===== src/rtl/mux_rr_arbiter_if.sv =====
// Handshake bundle for the two-source round-robin feeder: two valid/ready inputs,
// one registered valid/ready output, and the grant (sel) exported to the 2:1 mux.
interface mux_rr_arbiter_if #(
  parameter int DATA_W = 2
);
  logic [DATA_W-1:0] in0_data;
  logic              in0_valid;
  logic              in0_ready;
  logic [DATA_W-1:0] in1_data;
  logic              in1_valid;
  logic              in1_ready;
  logic [DATA_W-1:0] out_data;
  logic              out_valid;
  logic              out_ready;
  logic              sel;

  modport slave (
    input  in0_data, in0_valid, in1_data, in1_valid, out_ready,
    output in0_ready, in1_ready, out_data, out_valid, sel
  );

  modport master (
    output in0_data, in0_valid, in1_data, in1_valid, out_ready,
    input  in0_ready, in1_ready, out_data, out_valid, sel
  );
endinterface


===== src/rtl/mux_rr_arbiter.sv =====
// Burst-limited round-robin arbiter between two valid/ready sources feeding one
// registered output beat per cycle; sel tracks the channel of the last accepted beat.
module mux_rr_arbiter #(
  parameter int DATA_W    = 2,
  parameter int BURST_LEN = 4
) (
  input  logic            clk,
  input  logic            resetn,
  mux_rr_arbiter_if.slave bus
);
  localparam int               CNT_W     = $clog2(BURST_LEN + 1);
  localparam logic [CNT_W-1:0] BURST_MAX = CNT_W'(BURST_LEN);

  typedef enum logic [1:0] {
    IDLE = 2'd0,
    OWN0 = 2'd1,
    OWN1 = 2'd2
  } state_t;

  state_t            r_state;
  logic              r_sel;
  logic [CNT_W-1:0]  r_burst_cnt;
  logic              r_vld_p1;
  logic [DATA_W-1:0] r_data_p1;

  logic w_load_en;
  logic w_gnt_vld;
  logic w_gnt;
  logic w_rdy0;
  logic w_rdy1;
  logic w_acc;
  logic w_cont;

  function automatic logic [CNT_W-1:0] sat_inc(input logic [CNT_W-1:0] cnt);
    return (cnt < BURST_MAX) ? cnt + CNT_W'(1) : BURST_MAX;
  endfunction

  assign w_load_en = !r_vld_p1 || bus.out_ready;

  always_comb begin
    w_gnt_vld = 1'b0;
    w_gnt     = 1'b0;
    if (bus.in0_valid && bus.in1_valid) begin
      w_gnt_vld = 1'b1;
      case (r_state)
        OWN0:    w_gnt = (r_burst_cnt < BURST_MAX) ? 1'b0 : 1'b1;
        OWN1:    w_gnt = (r_burst_cnt < BURST_MAX) ? 1'b1 : 1'b0;
        default: w_gnt = !r_sel;
      endcase
    end else if (bus.in0_valid) begin
      w_gnt_vld = 1'b1;
      w_gnt     = 1'b0;
    end else if (bus.in1_valid) begin
      w_gnt_vld = 1'b1;
      w_gnt     = 1'b1;
    end
  end

  assign w_rdy0 = w_load_en && resetn && w_gnt_vld && !w_gnt;
  assign w_rdy1 = w_load_en && resetn && w_gnt_vld &&  w_gnt;
  assign w_acc  = (bus.in0_valid && w_rdy0) || (bus.in1_valid && w_rdy1);

  // Same channel while already owning it keeps counting; anything else restarts the burst.
  assign w_cont = (w_gnt == r_sel) && (r_state == (w_gnt ? OWN1 : OWN0));

  // Stage boundary: accepted beat -> output register (p1)
  always_ff @(posedge clk) begin
    if (!resetn) begin
      r_state     <= IDLE;
      r_sel       <= 1'b0;
      r_burst_cnt <= '0;
      r_vld_p1    <= 1'b0;
      r_data_p1   <= '0;
    end else if (w_acc) begin
      r_data_p1   <= w_gnt ? bus.in1_data : bus.in0_data;
      r_vld_p1    <= 1'b1;
      r_sel       <= w_gnt;
      r_state     <= w_gnt ? OWN1 : OWN0;
      r_burst_cnt <= w_cont ? sat_inc(r_burst_cnt) : CNT_W'(1);
    end else begin
      if (r_vld_p1 && bus.out_ready) begin
        r_vld_p1 <= 1'b0;
      end
      if (!bus.in0_valid && !bus.in1_valid) begin
        r_state     <= IDLE;
        r_burst_cnt <= '0;
      end
    end
  end

  assign bus.in0_ready = w_rdy0;
  assign bus.in1_ready = w_rdy1;
  assign bus.out_data  = r_data_p1;
  assign bus.out_valid = r_vld_p1;
  assign bus.sel       = r_sel;
endmodule

===== src/flat_wrapper.sv =====
// flat-port wrapper written by rule: the top's interface ports become plain ports
module mux_rr_arbiter_flat 
#(
  parameter int DATA_W    = 2,
  parameter int BURST_LEN = 4
)
  (clk, resetn, bus_in0_data, bus_in0_valid, bus_in1_data, bus_in1_valid, bus_out_ready, bus_in0_ready, bus_in1_ready, bus_out_data, bus_out_valid, bus_sel);
  mux_rr_arbiter_if #(.DATA_W(DATA_W)) bus_i ();
  input  logic clk;
  input  logic resetn;
  input wire logic [$bits(bus_i.in0_data)-1:0] bus_in0_data;
  input wire logic [$bits(bus_i.in0_valid)-1:0] bus_in0_valid;
  input wire logic [$bits(bus_i.in1_data)-1:0] bus_in1_data;
  input wire logic [$bits(bus_i.in1_valid)-1:0] bus_in1_valid;
  input wire logic [$bits(bus_i.out_ready)-1:0] bus_out_ready;
  output wire logic [$bits(bus_i.in0_ready)-1:0] bus_in0_ready;
  output wire logic [$bits(bus_i.in1_ready)-1:0] bus_in1_ready;
  output wire logic [$bits(bus_i.out_data)-1:0] bus_out_data;
  output wire logic [$bits(bus_i.out_valid)-1:0] bus_out_valid;
  output wire logic [$bits(bus_i.sel)-1:0] bus_sel;
  assign bus_i.in0_data = bus_in0_data;
  assign bus_i.in0_valid = bus_in0_valid;
  assign bus_i.in1_data = bus_in1_data;
  assign bus_i.in1_valid = bus_in1_valid;
  assign bus_i.out_ready = bus_out_ready;
  assign bus_in0_ready = bus_i.in0_ready;
  assign bus_in1_ready = bus_i.in1_ready;
  assign bus_out_data = bus_i.out_data;
  assign bus_out_valid = bus_i.out_valid;
  assign bus_sel = bus_i.sel;
  mux_rr_arbiter #(.DATA_W(DATA_W), .BURST_LEN(BURST_LEN)) u_core (.clk(clk), .resetn(resetn), .bus(bus_i));
endmodule

===== config.mk =====
export PLATFORM = sky130hd
export DESIGN_NAME = mux_rr_arbiter_flat
export DESIGN_NICKNAME = d
export VERILOG_FILES = /design/src/rtl/mux_rr_arbiter_if.sv /design/src/rtl/mux_rr_arbiter.sv /design/src/flat_wrapper.sv
export SDC_FILE = /design/constraint.sdc
export NUM_CORES = 1
export LEC_CHECK = 0
export CORE_MARGIN = 2
export CORE_UTILIZATION = 30
export CTS_CLUSTER_DIAMETER = 120
export DETAILED_ROUTE_END_ITERATION = 10
export SETUP_SLACK_MARGIN = 0.1
export SLEW_MARGIN = 40
export SYNTH_ARGS = -nofsm -noshare
export SYNTH_HDL_FRONTEND = slang
export SYNTH_SLANG_ARGS = --single-unit

===== constraint.sdc =====
create_clock -name clk -period 4.4 [get_ports clk]
set_input_delay 0.44 -clock clk [delete_from_list [all_inputs] [get_ports clk]]
set_output_delay 0.44 -clock clk [all_outputs]
set_load 0.02 [all_outputs]

==> results by group <==
Status
  • Outcome: completed

Clock tree
  • Hold buffers post-CTS: 0
  • Num CTS Buffers: 3
  • TritonCTS clock tree: yes
  • Post-CTS sizing: 0
  • Clock transition at path regs: 0.06 ns
  • CTS sink count: 9
  • Longest Clk Path Bufs: 2
  • H-tree Lvls: 1
  • Post-CTS Setup Repair Bufs: 0
  • Root buf cell: clkbuf_4
  • Clock Latency Late Sink: 0.26 ns

Worst setup path
  • Startpoint types: register
  • Kind of critical path: reg -> out
  • CP Max Fanout: 7
  • Worst reg-to-reg path cell count: 6
  • Worst Path Arrival: 2.34 ns
  • R2R Setup Slk: 2.54 ns
  • Reg-to-Reg End: u_core.bus.out_data[1]
  • Critical Path RT: 3.96 ns
  • CP startpoint: u_core.r_state[0]
  • Reg2Reg Launch Point: u_core.r_state[0]
  • CP Capture Type: output pin

Routing
  • DR vias/cell: 5.19
  • Detailed Route WL: 1070 um
  • Pre-antenna DRT Iters: 4
  • Drt wl/cell: 12.6 um
  • Initial drt markers: 1
  • Total number of vias: 441
  • Antenna Nets Post-Route: 0
  • Residual DRC: 0

Logic synthesis
  • Synth top area cells: dfxtp_1, ha_1, o311ai_4
  • Synth Instances: 52
  • Yosys Warn Count: 0
  • Share of the synthesized area in the top cell type: 36.0%
  • Syn_nets: 64
  • Synth Area per Inst: 9.62 sq um
  • Register area share after synthesis: 36.0%
  • Yosys reg bits: 9
  • Netlist cell types: 27
  • Synthesized area: 500 sq um
  • Leading area contributor after synthesis: dfxtp_1

Place
  • Count of buffers from port buffering: 14
  • Routability cong.: 0.799
  • Placed Area: 657 sq um
  • DPL Wire Length: 795 um
  • Worst slack at placement: 1.67 ns

STA
  • Fin crit share: 63.3%
  • Slew @ Worst Pin: 0.425 ns
  • Final Hold Fails: 0
  • RSZ-0062 raised after global routing: no
  • Worst Skew: 0.00134 ns
  • Rel. slew slack: 71.3%
  • Final setup margin: 1.62 ns
  • Setup TNS: 0 ns
  • Min Tclk post-route: 2.78 ns
  • Hold_ws: 0.487 ns
  • Max Fclk: 359 MHz
  • Final Setup Violations: 0
  • Slew Limit Fails: 0

Global routing
  • Global-route wire length before repair: 1750 um
  • Largest net degree at the start of global routing: 10
  • Antenna violations before repair: 0
  • Total gr overflow: 0
  • Total GRT Usage: 13.0%
  • Vias in the first global route: 399

Final layout
  • Final Core Density: 44.3%
  • Most frequent cells in the layout: clkdlybuf4s50_1, dfxtp_1, nor2_1
  • Diodes inserted: 0
  • Share of cells above drive strength 1: 14.5%
  • Layout net count: 82
  • Finished Cell Area: 683 sq um
  • Area growth syn-to-layout: 36.5%
  • Fill cell count: 160
  • Most common cell after layout, fill and taps aside: clkdlybuf4s50_1

Floorplan
  • # rows: 14
  • Starting Density: 32.5%
  • Die Y: 44.8 um
  • # IOs: 15
  • Chip width: 44.8 um
  • Core ar.: 1540 sq um
  • DIE AREA: 2010 sq um

Hold path
  • Hold EP: u_core.bus.out_data[0]
  • Worst min path class: reg -> reg
  • Hold Path Depth: 1
  • Hold_sp: u_core.bus.out_data[0]

Pwr
  • Max IR drop VDD: 0.000131 V
  • P_leak: 0.282 nW
  • Power density cells: 309 nW/um^2

Job
  • Max Cap Violations: 0
[through the flow]
step,total power [mW],cells
4_1_cts,0.216,85
3_5_place_dp,0.148,81
5_1_grt,0.227,85
3_3_place_gp,0.148,81
2_1_floorplan,0.125,52
6_report,0.211,85
[how the worst max path moves through the flow]
| stage | to | slack [ns] | cells after the start |
|---|---|---|---|
| 6_report | bus_in0_ready | 1.62 | 6 |
| 5_1_grt | bus_in0_ready | 1.48 | 6 |
| 4_1_cts | bus_in0_ready | 1.60 | 6 |
| 3_5_place_dp | bus_in0_ready | 1.67 | 5 |
| 3_3_place_gp | bus_in0_ready | 1.67 | 5 |
| 2_1_floorplan | bus_in0_ready | 2.52 | 5 |
[sequential cells by signal (all words and copies together) (netlist names)]
name	cells
u_core.bus.out_data	2
u_core.bus.sel	1
u_core.r_burst_cnt	3
u_core.bus.out_valid	1
u_core.r_state	2
[critical path: stages (launching register included)]
cell and delay, ns:
dfxtp_1 0.36, inv_1 0.07, ha_1 0.19, mux2_4 0.28, o311ai_4 0.37, and2_2 0.22
clkdlybuf4s50_1 0.59
[logic make-up after synthesis]
group / count (synthesis) / share of synthesized area [%]
AO/OA/AOI/OAI: 13 / 23.7
flip-flops: 9 / 36.0
buffers and inverters: 4 / 3.00
AND/OR/NAND/NOR: 20 / 22.8
multiplexers: 3 / 7.00
adder cells (fa/ha/maj): 3 / 7.50
[routing by layer]
metal / wire [um] / share of wire [%] / vias up / track usage (%)
met2: 477 / 45 / 13 / 19.1
met4: 13 / 1.2 / 0 / 10.6
met5: 0 / 0 / - / 0
met1: 511 / 48 / 199 / 14.9
met3: 68 / 6.3 / 2 / 4.80
li1: - / - / 227 / -
[synthesized netlist by cell type]
master    number
a211oi_1       3
a21boi_0       1
a21o_1         1
a21oi_1        1
a221o_1        2
a32o_1         1
and2_2         1
and3_2         2
and3b_1        1
clkbuf_1       1
dfxtp_1        9
ha_1           3
inv_1          3
mux2_4         1
mux2i_1        2
nand2_1        1
nand2b_1       1
nand3_1        3
nor2_1         5
nor2_2         1
nor2b_1        1
nor3_1         1
nor3b_1        2
o21a_1         2
o21ai_0        1
o311ai_4       1
or2_2          1
[area by class of cell]
type	instances	area (sq um)	area share, %
clock buffers	4	26.3	3.85
repair buffers	14	140	20.5
flip-flops and latches	9	180	26.4
well taps	16	20.0	2.93
inverters	3	11.3	1.65
multi-input cells	39	305	44.7
[where the power goes]
| part | internal [mW] | total (mW) | switching, mW |
|---|---|---|---|
| combinational | 0.0282 | 0.0538 | 0.0256 |
| sequential | 0.0876 | 0.0923 | 0.00469 |
| clock | 0.0350 | 0.0651 | 0.0301 |
Note: power is estimated with default switching activity, not from simulation.
